--- src/rtl/delay_pkg.sv ---
// Shared definitions for the seconds-delay timer: state encoding and default width.
// Latency: n/a (package only).
// Backpressure: n/a (package only).
package delay_pkg;

  localparam int CNT_W_DEF = 8;

  localparam logic [1:0] ST_IDLE  = 2'd0;
  localparam logic [1:0] ST_RUN   = 2'd1;
  localparam logic [1:0] ST_PAUSE = 2'd2;

  typedef enum logic [1:0] {
    IDLE  = ST_IDLE,
    RUN   = ST_RUN,
    PAUSE = ST_PAUSE
  } state_t;

endpackage

--- src/rtl/delay_down_cnt.sv ---
// Loadable down-counter holding the remaining tick count, with a one-left flag.
// Latency: value updates one cycle after clr/load/dec; o_last is combinational from value.
// Backpressure: none; decrement is suppressed at zero so the count never wraps.
// Ports: clk, reset (sync, active-high), i_clr (force 0), i_load/i_load_val (load),
//        i_dec (count down one), o_value (current count), o_last (value == 1).
module delay_down_cnt
  import delay_pkg::*;
#(
  parameter int CNT_W = CNT_W_DEF
) (
  input  logic             clk,
  input  logic             reset,
  input  logic             i_clr,
  input  logic             i_load,
  input  logic [CNT_W-1:0] i_load_val,
  input  logic             i_dec,
  output logic [CNT_W-1:0] o_value,
  output logic             o_last
);

  localparam logic [CNT_W-1:0] ONE = {{(CNT_W-1){1'b0}}, 1'b1};

  always_ff @(posedge clk) begin
    if (reset || i_clr) begin
      o_value <= '0;
    end else if (i_load) begin
      o_value <= i_load_val;
    end else if (i_dec && (o_value != '0)) begin
      o_value <= o_value - ONE;
    end
  end

  assign o_last = (o_value == ONE);

endmodule

--- src/rtl/sec_delay_timer.sv ---
// Counts a start-supplied number of seconds ticks, with pause/abort and tick-phase restart.
// Latency: busy/tick_clr one cycle after accepted start; done one cycle after the final tick.
// Backpressure: none; starts while busy are dropped, ticks outside RUN are ignored.
// Ports: clk, reset (sync, active-high); i_sec_tick, i_start, i_delay, i_pause, i_abort in;
//        o_tick_en, o_tick_clr (to tick generator), o_busy, o_remain, o_done, o_aborted out.
module sec_delay_timer
  import delay_pkg::*;
#(
  parameter int CNT_W = CNT_W_DEF
) (
  input  logic             clk,
  input  logic             reset,
  input  logic             i_sec_tick,
  input  logic             i_start,
  input  logic [CNT_W-1:0] i_delay,
  input  logic             i_pause,
  input  logic             i_abort,
  output logic             o_tick_en,
  output logic             o_tick_clr,
  output logic             o_busy,
  output logic [CNT_W-1:0] o_remain,
  output logic             o_done,
  output logic             o_aborted
);

  state_t state;
  logic   active;
  logic   start_ok;
  logic   tick_run;
  logic   cnt_last;

  assign active   = (state == RUN) || (state == PAUSE);
  assign start_ok = (state == IDLE) && i_start && (i_delay != '0);
  // Abort outranks a same-cycle tick, so the tick is only counted when not aborting.
  assign tick_run = (state == RUN) && i_sec_tick && !i_abort;

  delay_down_cnt #(.CNT_W(CNT_W)) u_cnt (
    .clk        (clk),
    .reset      (reset),
    .i_clr      (active && i_abort),
    .i_load     (start_ok),
    .i_load_val (i_delay),
    .i_dec      (tick_run),
    .o_value    (o_remain),
    .o_last     (cnt_last)
  );

  always_ff @(posedge clk) begin
    if (reset) begin
      state      <= IDLE;
      o_tick_en  <= 1'b0;
      o_tick_clr <= 1'b0;
      o_busy     <= 1'b0;
      o_done     <= 1'b0;
      o_aborted  <= 1'b0;
    end else begin
      o_tick_clr <= 1'b0;
      o_done     <= 1'b0;
      o_aborted  <= 1'b0;
      case (state)
        IDLE: begin
          if (i_start) begin
            if (i_delay != '0) begin
              state      <= RUN;
              o_tick_en  <= 1'b1;
              o_tick_clr <= 1'b1;
              o_busy     <= 1'b1;
            end else begin
              // Zero delay completes immediately without touching the tick generator.
              o_done <= 1'b1;
            end
          end
        end
        RUN: begin
          if (i_abort) begin
            state     <= IDLE;
            o_tick_en <= 1'b0;
            o_busy    <= 1'b0;
            o_aborted <= 1'b1;
          end else if (i_sec_tick && cnt_last) begin
            // Final tick: completion wins over a concurrent pause.
            state     <= IDLE;
            o_tick_en <= 1'b0;
            o_busy    <= 1'b0;
            o_done    <= 1'b1;
          end else if (i_pause) begin
            state     <= PAUSE;
            o_tick_en <= 1'b0;
          end
        end
        PAUSE: begin
          if (i_abort) begin
            state     <= IDLE;
            o_busy    <= 1'b0;
            o_aborted <= 1'b1;
          end else if (!i_pause) begin
            // Resume from the held generator phase, so no tick_clr here.
            state     <= RUN;
            o_tick_en <= 1'b1;
          end
        end
        default: begin
          state     <= IDLE;
          o_tick_en <= 1'b0;
          o_busy    <= 1'b0;
        end
      endcase
    end
  end

endmodule

--- config.mk ---
export PLATFORM = sky130hd
export DESIGN_NAME = sec_delay_timer
export DESIGN_NICKNAME = d
export VERILOG_FILES = /design/src/rtl/delay_pkg.sv /design/src/rtl/delay_down_cnt.sv /design/src/rtl/sec_delay_timer.sv
export SDC_FILE = /design/constraint.sdc
export NUM_CORES = 1
export LEC_CHECK = 0
export ABC_AREA = 1
export CAP_MARGIN = 40
export CORE_MARGIN = 4
export CORE_UTILIZATION = 30
export CTS_CLUSTER_DIAMETER = 80
export DETAILED_ROUTE_END_ITERATION = 8
export SYNTH_ARGS = -nofsm -noshare
export SYNTH_HDL_FRONTEND = slang
export SYNTH_SLANG_ARGS = --single-unit
--- constraint.sdc ---
create_clock -name clk -period 4.1 [get_ports clk]
set_clock_uncertainty 0.15 [all_clocks]
set_input_delay 0.82 -clock clk [delete_from_list [all_inputs] [get_ports clk]]
set_output_delay 0.82 -clock clk [all_outputs]
set_load 0.01 [all_outputs]
==> results.py <==
metrics = {
    "worst_setup_path": {
        "critical_path.top_delay_family": "buffers and inverters",
        "reg2reg_depth": 5,
        "crit_path_max_fanout": 6,
        "path_buf_inv": 1,
        "crit_required_ps": 3130,
        "critPathArrivalTime_ps": 1330,
        "cp-start-kind": "flop",
        "reg2reg_to": "u_cnt.o_value[0]$_SDFFE_PP0P_",
        "cpPeakStageDelay_ps": 580,
        "r2r_slack_ps": 2210,
        "reg2reg_from": "state[0]$_SDFFE_PP0P_",
        "crit_type": "reg -> out",
        "critPathSlowestCell": "clkdlybuf4s50_1",
        "end_kind": "output port",
        "path_cells": "clkdlybuf4s50_1",
    },
    "hold_path": {
        "worstHoldStart": "o_busy$_SDFFE_PP0P_",
        "min_path_cells": 2,
        "holdCritPathClass": "reg -> reg",
        "hold_end": "o_busy$_SDFFE_PP0P_",
    },
    "layout": {
        "num-fill-cells": 377,
        "most-common-layout-cells": "41 x nand2_1, 27 x nor2_1, 26 x inv_1, 26 x clkdlybuf4s50_1, 19 x nand3_1",
        "syn2layout_area_growth_pct": 30.4,
        "drive_gt1_frac": 0.102,
        "insertedDiodeCount": 0,
        "seq_area_um2": 300,
        "final_common_cell": "nand2_1",
        "multi_input_area_um2": 669,
        "layout.nets": 227,
        "utilization": 0.418,
        "fin_cells": 251,
    },
    "grt": {
        "grt_pass1_wl_mm": 4.42,
        "grt_max_degree": 12,
        "antenna_found_initial": 0,
        "grt_pass1_vias": 1033,
        "overflow": 0,
        "grt_usage": 0.124,
    },
    "yosys": {
        "synth_cells": 176,
        "yosysWarnings": 0,
        "ys_seq_elements": 15,
        "yosysSeqAreaShare": 0.275,
        "avgSynthCellArea_um2": 6.21,
        "synth.distinct_cells": 21,
        "syn-num-nets": 197,
        "netlist_area_um2": 1090,
    },
    "floorplan": {
        "die_w_um": 68.4,
        "core_um2": 3420,
        "die_h_um": 68.4,
        "rows": 21,
        "design.die.area_um2": 4680,
        "ios": 27,
        "initial_core_util": 0.320,
    },
    "clock_network": {
        "clock-sinks": 15,
        "cts_setup_buffers": 0,
        "root_buffer": "clkbuf_4",
        "cts_resized": 0,
        "cts_hold_buffers": 0,
        "worst_setup_hold_path_clk_slew_ps": 100,
        "cts_buffers": 3,
        "cts_buffer_depth": 2,
        "cts.htree.levels": 1,
        "clock_latency_ps": 290,
        "cts_tree": "done",
    },
    "placement": {
        "port_buffers": 26,
        "pre_cts_ws_ps": 1560,
        "gp_congestion": 0.900,
        "dp.cells": 247,
        "hpwl_mm": 2.12,
    },
    "drt": {
        "dr.pass1.iters": 4,
        "route.detailed.wl_per_inst_um": 10.5,
        "first_iter_violations": 44,
        "vias": 1104,
        "drt_wl_total_mm": 2.64,
        "vias_per_cell": 4.40,
        "drc_errors": 0,
        "drtAntennaViolNets": 0,
    },
    "power_and_ir_drop": {
        "irDropWorstVdd_v": 0.000189,
        "power_density_nw_per_um2": 539,
        "p_leak_nw": 0.693,
    },
    "sta": {
        "fmax_mhz": 435,
        "period_needed_ps": 2300,
        "worstMarginPinSlew_ps": 680,
        "layout_setup_ws_ps": 1800,
        "setup_violations": 0,
        "slew_violations": 0,
        "tns_ps": 0,
        "maxSlewHeadroom": 0.547,
        "period_share": 0.561,
        "finalHoldViolations": 0,
        "rsz0062_at_grt": "no",
        "holdWs_ps": 303,
    },
    "outcome": {
        "status": "finished, final reports clean",
    },
    "flow_run": {
        "maxCapViolCount": 0,
    },
}
## cells in the mapped netlist (all sizes together)
master / count / area share
nor2: 32 / 0.13
o21ai: 11 / 0.054
inv: 30 / 0.10
nand2: 47 / 0.18
a21oi: 7 / 0.032
nand3b: 1 / 0.0069
nand4: 2 / 0.011
nand3: 20 / 0.096
xor2: 2 / 0.016
or2: 1 / 0.0057
dfxtp: 15 / 0.27
ha: 7 / 0.080
buf: 1 / 0.010
## registers in the layout, indices dropped and copies added, names as in the netlist
name           count
o_tick_clr         1
o_busy             1
o_aborted          1
o_done             1
state              2
o_tick_en          1
u_cnt.o_value      8
## report_power, final
part	leakage, nW	internal, mW	total (mW)	switching (mW)
combinational	0.554	0.194	0.456	0.262
clock	0.0150	0.0378	0.0901	0.0524
sequential	0.123	0.185	0.222	0.0377
## metal layers
| layer | wire length [um] | vias to the layer above | track usage | part of all wire |
|---|---|---|---|---|
| met5 | 0 | - | 0 | 0 |
| met4 | 40 | 0 | 0.0447 | 0.015 |
| met3 | 99 | 4 | 0.0164 | 0.038 |
| met2 | 1160 | 22 | 0.197 | 0.44 |
| met1 | 1340 | 473 | 0.171 | 0.51 |
| li1 | - | 605 | - | - |
## how the worst max path moves through the flow
stage	slack, ps	depth (start not counted)	start	to
CTS	1790	1	u_cnt.o_value[2]$_SDFFE_PP0P_	o_remain[2]
global route	1730	1	u_cnt.o_value[2]$_SDFFE_PP0P_	o_remain[2]
detailed placement	1560	7	i_delay[7]	u_cnt.o_value[2]$_SDFFE_PP0P_
floorplan	2330	8	i_delay[7]	o_tick_en$_SDFFE_PP0P_
global placement	1580	8	i_delay[7]	u_cnt.o_value[7]$_SDFFE_PP0P_
finish	1800	1	u_cnt.o_value[2]$_SDFFE_PP0P_	o_remain[2]
## final cells by class
type	instances	share of cell area
Multi-Input combinational cell	130	0.469
Sequential cell	15	0.211
Timing Repair Buffer	26	0.182
Inverter	30	0.0789
Tap cell	46	0.0404
Clock buffer	4	0.0184
## worst reg2reg max path: stages, from the launching register on
cell and delay [ps]:
dfxtp_1 390, inv_1 80, ha_1 310, a21oi_1 570, o21ai_0 180, a21oi_1 140
## stage by stage
stage,cell area [um^2],power [mW]
6_report,1430,0.768
5_1_grt,1430,0.847
4_1_cts,1430,0.775
3_5_place_dp,1400,0.681
3_3_place_gp,1400,0.688
2_1_floorplan,1090,0.544
## logic make-up (layout without fill, tap and decap cells)
kind of cell / after synthesis / count (layout) / share of synthesized area
buffers and inverters: 31 / 60 / 0.113
adder cells (fa/ha/maj): 7 / 7 / 0.0801
XOR/XNOR: 2 / 2 / 0.0160
AND/OR/NAND/NOR: 103 / 103 / 0.430
AO/OA/AOI/OAI: 18 / 18 / 0.0858
flip-flops: 15 / 15 / 0.275
Note: power is estimated with default switching activity, not from simulation.
